$ cat src/rtl/aes_round_sequencer.sv
// Iterative AES-128 round sequencer: owns the round state, round counter and key latch,
// steers the external state mux and publishes the ciphertext with a one-cycle done pulse.
module aes_round_sequencer (
    input  logic         clk,
    input  logic         rst_n,
    input  logic         start,
    input  logic [127:0] plaintext,
    input  logic [127:0] key,
    input  logic [127:0] mux_out,
    input  logic [127:0] round_out,
    output logic         sel,
    output logic [127:0] state,
    output logic [127:0] cipher_key,
    output logic [3:0]   round_num,
    output logic         last_round,
    output logic         busy,
    output logic         done,
    output logic [127:0] ciphertext
);

    localparam logic [0:0] ST_IDLE = 1'b0;
    localparam logic [0:0] ST_RUN  = 1'b1;
    localparam logic [3:0] LAST_RND = 4'd10;

    logic [0:0]   fsm_q,   fsm_d;
    logic [127:0] state_q, state_d;
    logic [127:0] key_q,   key_d;
    logic [3:0]   round_q, round_d;
    logic         done_q,  done_d;
    logic [127:0] ct_q,    ct_d;

    // Next-state logic for the sequencer FSM and its datapath registers.
    always_comb begin
        fsm_d   = fsm_q;
        state_d = state_q;
        key_d   = key_q;
        round_d = round_q;
        done_d  = 1'b0;
        ct_d    = ct_q;
        case (fsm_q)
            ST_IDLE: begin
                round_d = 4'd0;
                if (start) begin
                    // mux_out carries plaintext here since sel is low in IDLE
                    state_d = mux_out ^ key;
                    key_d   = key;
                    round_d = 4'd1;
                    fsm_d   = ST_RUN;
                end else begin
                    fsm_d   = ST_IDLE;
                end
            end
            ST_RUN: begin
                state_d = round_out;
                if (round_q == LAST_RND) begin
                    ct_d    = round_out;
                    done_d  = 1'b1;
                    round_d = 4'd0;
                    fsm_d   = ST_IDLE;
                end else if (round_q < LAST_RND) begin
                    round_d = round_q + 4'd1;
                end else begin
                    // counter corrupted to 11..15: abandon the block without a result
                    round_d = 4'd0;
                    fsm_d   = ST_IDLE;
                end
            end
            default: begin
                round_d = 4'd0;
                fsm_d   = ST_IDLE;
            end
        endcase
    end

    // State registers with asynchronous active-low reset.
    always_ff @(posedge clk or negedge rst_n) begin
        if (!rst_n) begin
            fsm_q   <= ST_IDLE;
            state_q <= 128'd0;
            key_q   <= 128'd0;
            round_q <= 4'd0;
            done_q  <= 1'b0;
            ct_q    <= 128'd0;
        end else begin
            fsm_q   <= fsm_d;
            state_q <= state_d;
            key_q   <= key_d;
            round_q <= round_d;
            done_q  <= done_d;
            ct_q    <= ct_d;
        end
    end

    assign sel        = (fsm_q == ST_RUN);
    assign busy       = (fsm_q == ST_RUN);
    assign last_round = (round_q == LAST_RND);
    assign state      = state_q;
    assign cipher_key = key_q;
    assign round_num  = round_q;
    assign done       = done_q;
    assign ciphertext = ct_q;

endmodule

$ cat config.mk
export PLATFORM = sky130hd
export DESIGN_NAME = aes_round_sequencer
export DESIGN_NICKNAME = d
export VERILOG_FILES = /design/src/rtl/aes_round_sequencer.sv
export SDC_FILE = /design/constraint.sdc
export NUM_CORES = 1
export LEC_CHECK = 0
export ABC_AREA = 1
export CORE_AREA = 2 2 354 356
export CTS_CLUSTER_SIZE = 24
export DETAILED_ROUTE_END_ITERATION = 10
export DIE_AREA = 0 0 356 358
export PLACE_DENSITY = 0.33
export RECOVER_POWER = 50
export SYNTH_ARGS = -nofsm -noshare
export SYNTH_HDL_FRONTEND = slang
export SYNTH_SLANG_ARGS = --single-unit
$ cat constraint.sdc
create_clock -name clk -period 1.9 [get_ports clk]
set_input_delay 0.57 -clock clk [delete_from_list [all_inputs] [get_ports clk]]
set_output_delay 0.57 -clock clk [all_outputs]
set_load 0.05 [all_outputs]
==> impl_metrics.toml <==
[placed_design]
port_buffers = 778
dp_hpwl_um = 70600
globalplace.congestion = 0.840

[global_route]
grt_pass1_vias = 17500
antenna_found_initial = 16
grt_overflow = 0
grt_usage = 0.141
grt_max_degree = 85
grt_pass1_wl_um = 131000

[synth]
syn_avg_cell_area_um2 = 9.32
seq_area_frac_synth = 0.575
syn_inst = 1820
synth_warnings = 0
syn_area_um2 = 17000
synth_nets = 2337
ys_ff_latch = 390
synth_cell_types = 23

[cells_and_area]
nNetsFinal = 3154
regArea_um2 = 9770
syn_to_final_growth_pct = 72.6
multi_input_area_um2 = 6560
fill_cells = 13400
drive_gt1_frac = 0.225

[critical_path]
ff2ff_setup_slack_ns = -0.04
critPathArrivalTime_ns = 1.59
cp_max_fo = 2
cp_data_required_time_ns = 1.33
path_class = "reg2out"
end_kind = "primary output"
crit_path_start_kind = "register"

[worst_hold_path]
hp-class = "reg2reg"

[sta]
rsz0062_at_grt = "true"
min_period_ns = 2.16
relSlewSlack = 0.253
final_max_slew_viol_count = 0
fin_setup_tns_ns = -0.992
fin_crit_sh = 1.14
setup_viol = 26
layout_setup_ws_ns = -0.262
hold_viol = 0
skew_ns = 0.0192
max_freq_ghz = 0.463
worst_pin_slew_ns = 1.12

[power]
p_total_mw = 56.1
pwr-share-clk = 0.175
power.leakage_nw = 13.1
power.switching_mw = 28.1
irDropWorstVdd_v = 0.000910
swShare = 0.501
p_per_area_nw_per_um2 = 1920
pwr-share-comb = 0.562
intPower_mw = 28.0
seq_power_share = 0.263

[clocking]
numCtsBuffers = 53
cts.clk_slew.worst_paths_ns = 0.06
ctsRootBufferMaster = "clkbuf_16"
cts.sinks = 390
cts_htree_levels = 2
cts.path.max_buffers = 3
clock_latency_ns = 0.62
cts_tree = "built"

[die]
core-area_um2 = 123000
start_util = 0.138
rows = 129
dieArea_um2 = 127000
die_w_um = 356
die_h_um = 358
num_io_pins = 907

[route]
routed_wl_um = 96500
top_layer_used = "met5"
wire_per_inst_um = 22.4
met1_length_um = 40600
drt-pass1-iter-count = 5
viasPerCell = 3.80
route.detailed.drc = 0
drt_iter0_drc = 730
routed-wl-met2_um = 45200
antenna_left = 0
met3_length_um = 8560
vias = 16400

[status]
violations = "setup timing"
status = "finished, violations left"

[job]
drv_cap = 0
## final timing paths
check / startpoint / cells past startpoint / endpoint
min in group asynchronous: rst_n / 3 / cipher_key[88]$_DFFE_PN0P_
setup reg to reg: busy$_DFF_PN0_ / 5 / ciphertext[23]$_DFFE_PN0P_
max in group asynchronous: rst_n / 4 / cipher_key[95]$_DFFE_PN0P_
setup / recovery: round_num[0]$_DFF_PN0_ / 5 / last_round
hold / removal: cipher_key[121]$_DFFE_PN0P_ / 2 / cipher_key[121]$_DFFE_PN0P_
hold reg to reg: cipher_key[121]$_DFFE_PN0P_ / 2 / cipher_key[121]$_DFFE_PN0P_
## worst max-delay path, cell delays in order, from the launching register on
cell and delay [ns]:
dfrtp_2 0.41, inv_2 0.08, ha_4 0.13, nand3_4 0.12, inv_2 0.10, buf_12 0.14
## flip-flops by register name, summed over array words and instances, names as in the netlist
signal,count
cipher_key,128
ciphertext,128
state,128
round_num,4
busy,1
done,1
## cells in the mapped netlist
| master | instances | area, µm² |
|---|---|---|
| nand2_2 | 1 | 6.26 |
| o21ai_0 | 230 | 1150 |
| nor2_1 | 4 | 15.0 |
| o21bai_1 | 1 | 7.51 |
| xnor2_1 | 129 | 1130 |
| o21ai_1 | 27 | 135 |
| inv_1 | 4 | 15.0 |
| clkbuf_1 | 55 | 206 |
| nor2_2 | 1 | 6.26 |
| clkbuf_2 | 3 | 15.0 |
| inv_4 | 1 | 6.26 |
| buf_4 | 31 | 233 |
| nand3_1 | 129 | 646 |
| nand3_2 | 1 | 10.0 |
| nand4_1 | 1 | 6.26 |
| buf_6 | 3 | 33.8 |
| a21boi_0 | 105 | 788 |
| nand2_1 | 643 | 2410 |
| buf_2 | 35 | 175 |
| buf_1 | 1 | 3.75 |
| a21boi_1 | 23 | 173 |
| ha_1 | 2 | 25.0 |
| dfrtp_1 | 390 | 9760 |
## what timing repair did
| item | CTS | global route |
|---|---|---|
| hold buffers | 1 | 0 |
| endpoints found under the hold margin | 68 | 0 |
| endpoints found under the setup margin | 8 | 25 |
| buffers inserted | 7 | 8 |
| cloned | 0 | 9 |
| pin swaps | 2 | 1 |
| resized for setup | 12 | 30 |
## cell type report
cell class                      instances  share of cell area
Sequential cell                       390               0.334
Timing Repair Buffer                  890               0.315
Multi-Input combinational cell       1297               0.224
Tap cell                             1637              0.0700
Clock buffer                           71              0.0504
Clock inverter                         15             0.00594
Inverter                                5            0.000641
Antenna cell                            5            0.000427
## logic make-up after synthesis
group / synth area share
buf+inv: 0.0406
flops: 0.575
xor+xnor: 0.0666
compound gates: 0.133
fa+ha+maj: 0.00148
simple gates: 0.183
## cell usage in the layout, fill, tap and decap left out
master and n:
nand3_1 129, buf_8 3, nand3_4 1, nor2_1 3
nand2_2 3, inv_1 2, dfrtp_4 1, clkbuf_16 61
clkbuf_1 12, nand4_1 1, dlygate4sd3_1 1, buf_6 10
clkbuf_8 6, clkinv_2 7, o21ai_1 34, clkbuf_4 1
inv_2 3, nand2_1 640, dfrtp_2 9, clkdlybuf4s50_1 384
o21bai_1 1, ha_1 1, clkbuf_2 9, nor2_4 2
clkinvlp_4 2, buf_12 111, buf_16 1, dfrtp_1 380
clkinv_4 2, diode_2 5, ha_4 1, xnor2_1 129
clkinv_8 1, o21ai_0 223, bufinv_16 3, nand2_4 1
buf_4 362, a21boi_0 105, a21boi_1 23
## per-layer routing
metal  vias up  track usage
met5         -            0
met4        14       0.0375
met3       105       0.0528
met2       568        0.232
met1      8112        0.172
li1       7594            -
## power by group through the flow
| stage | Clock (mW) | Combinational (mW) | Sequential (mW) |
|---|---|---|---|
| after floorplan | 0 | 5.05 | 27.0 |
| after detailed placement | 0 | 31.8 | 14.8 |
| after CTS | 10.2 | 32.0 | 14.8 |
| final | 9.82 | 31.6 | 14.7 |
| after global routing | 10.6 | 33.4 | 15.2 |
| after global placement | 0 | 31.8 | 14.7 |
## per-stage QoR
step	area, µm²	hold WS [ns]	instances	utilization	setup slack, ns
6_report	29300	0.470	4310	0.237	-0.262
5_1_grt	29300	0.491	4307	0.237	-0.387
4_1_cts	29000	0.456	4288	0.235	-0.339
3_5_place_dp	27300	0.459	4194	0.221	-0.302
3_3_place_gp	27300	0.456	4194	0.221	-0.290
2_1_floorplan	17000	0.274	1820	-	0.0466
Note: power is estimated with default switching activity, not from simulation.
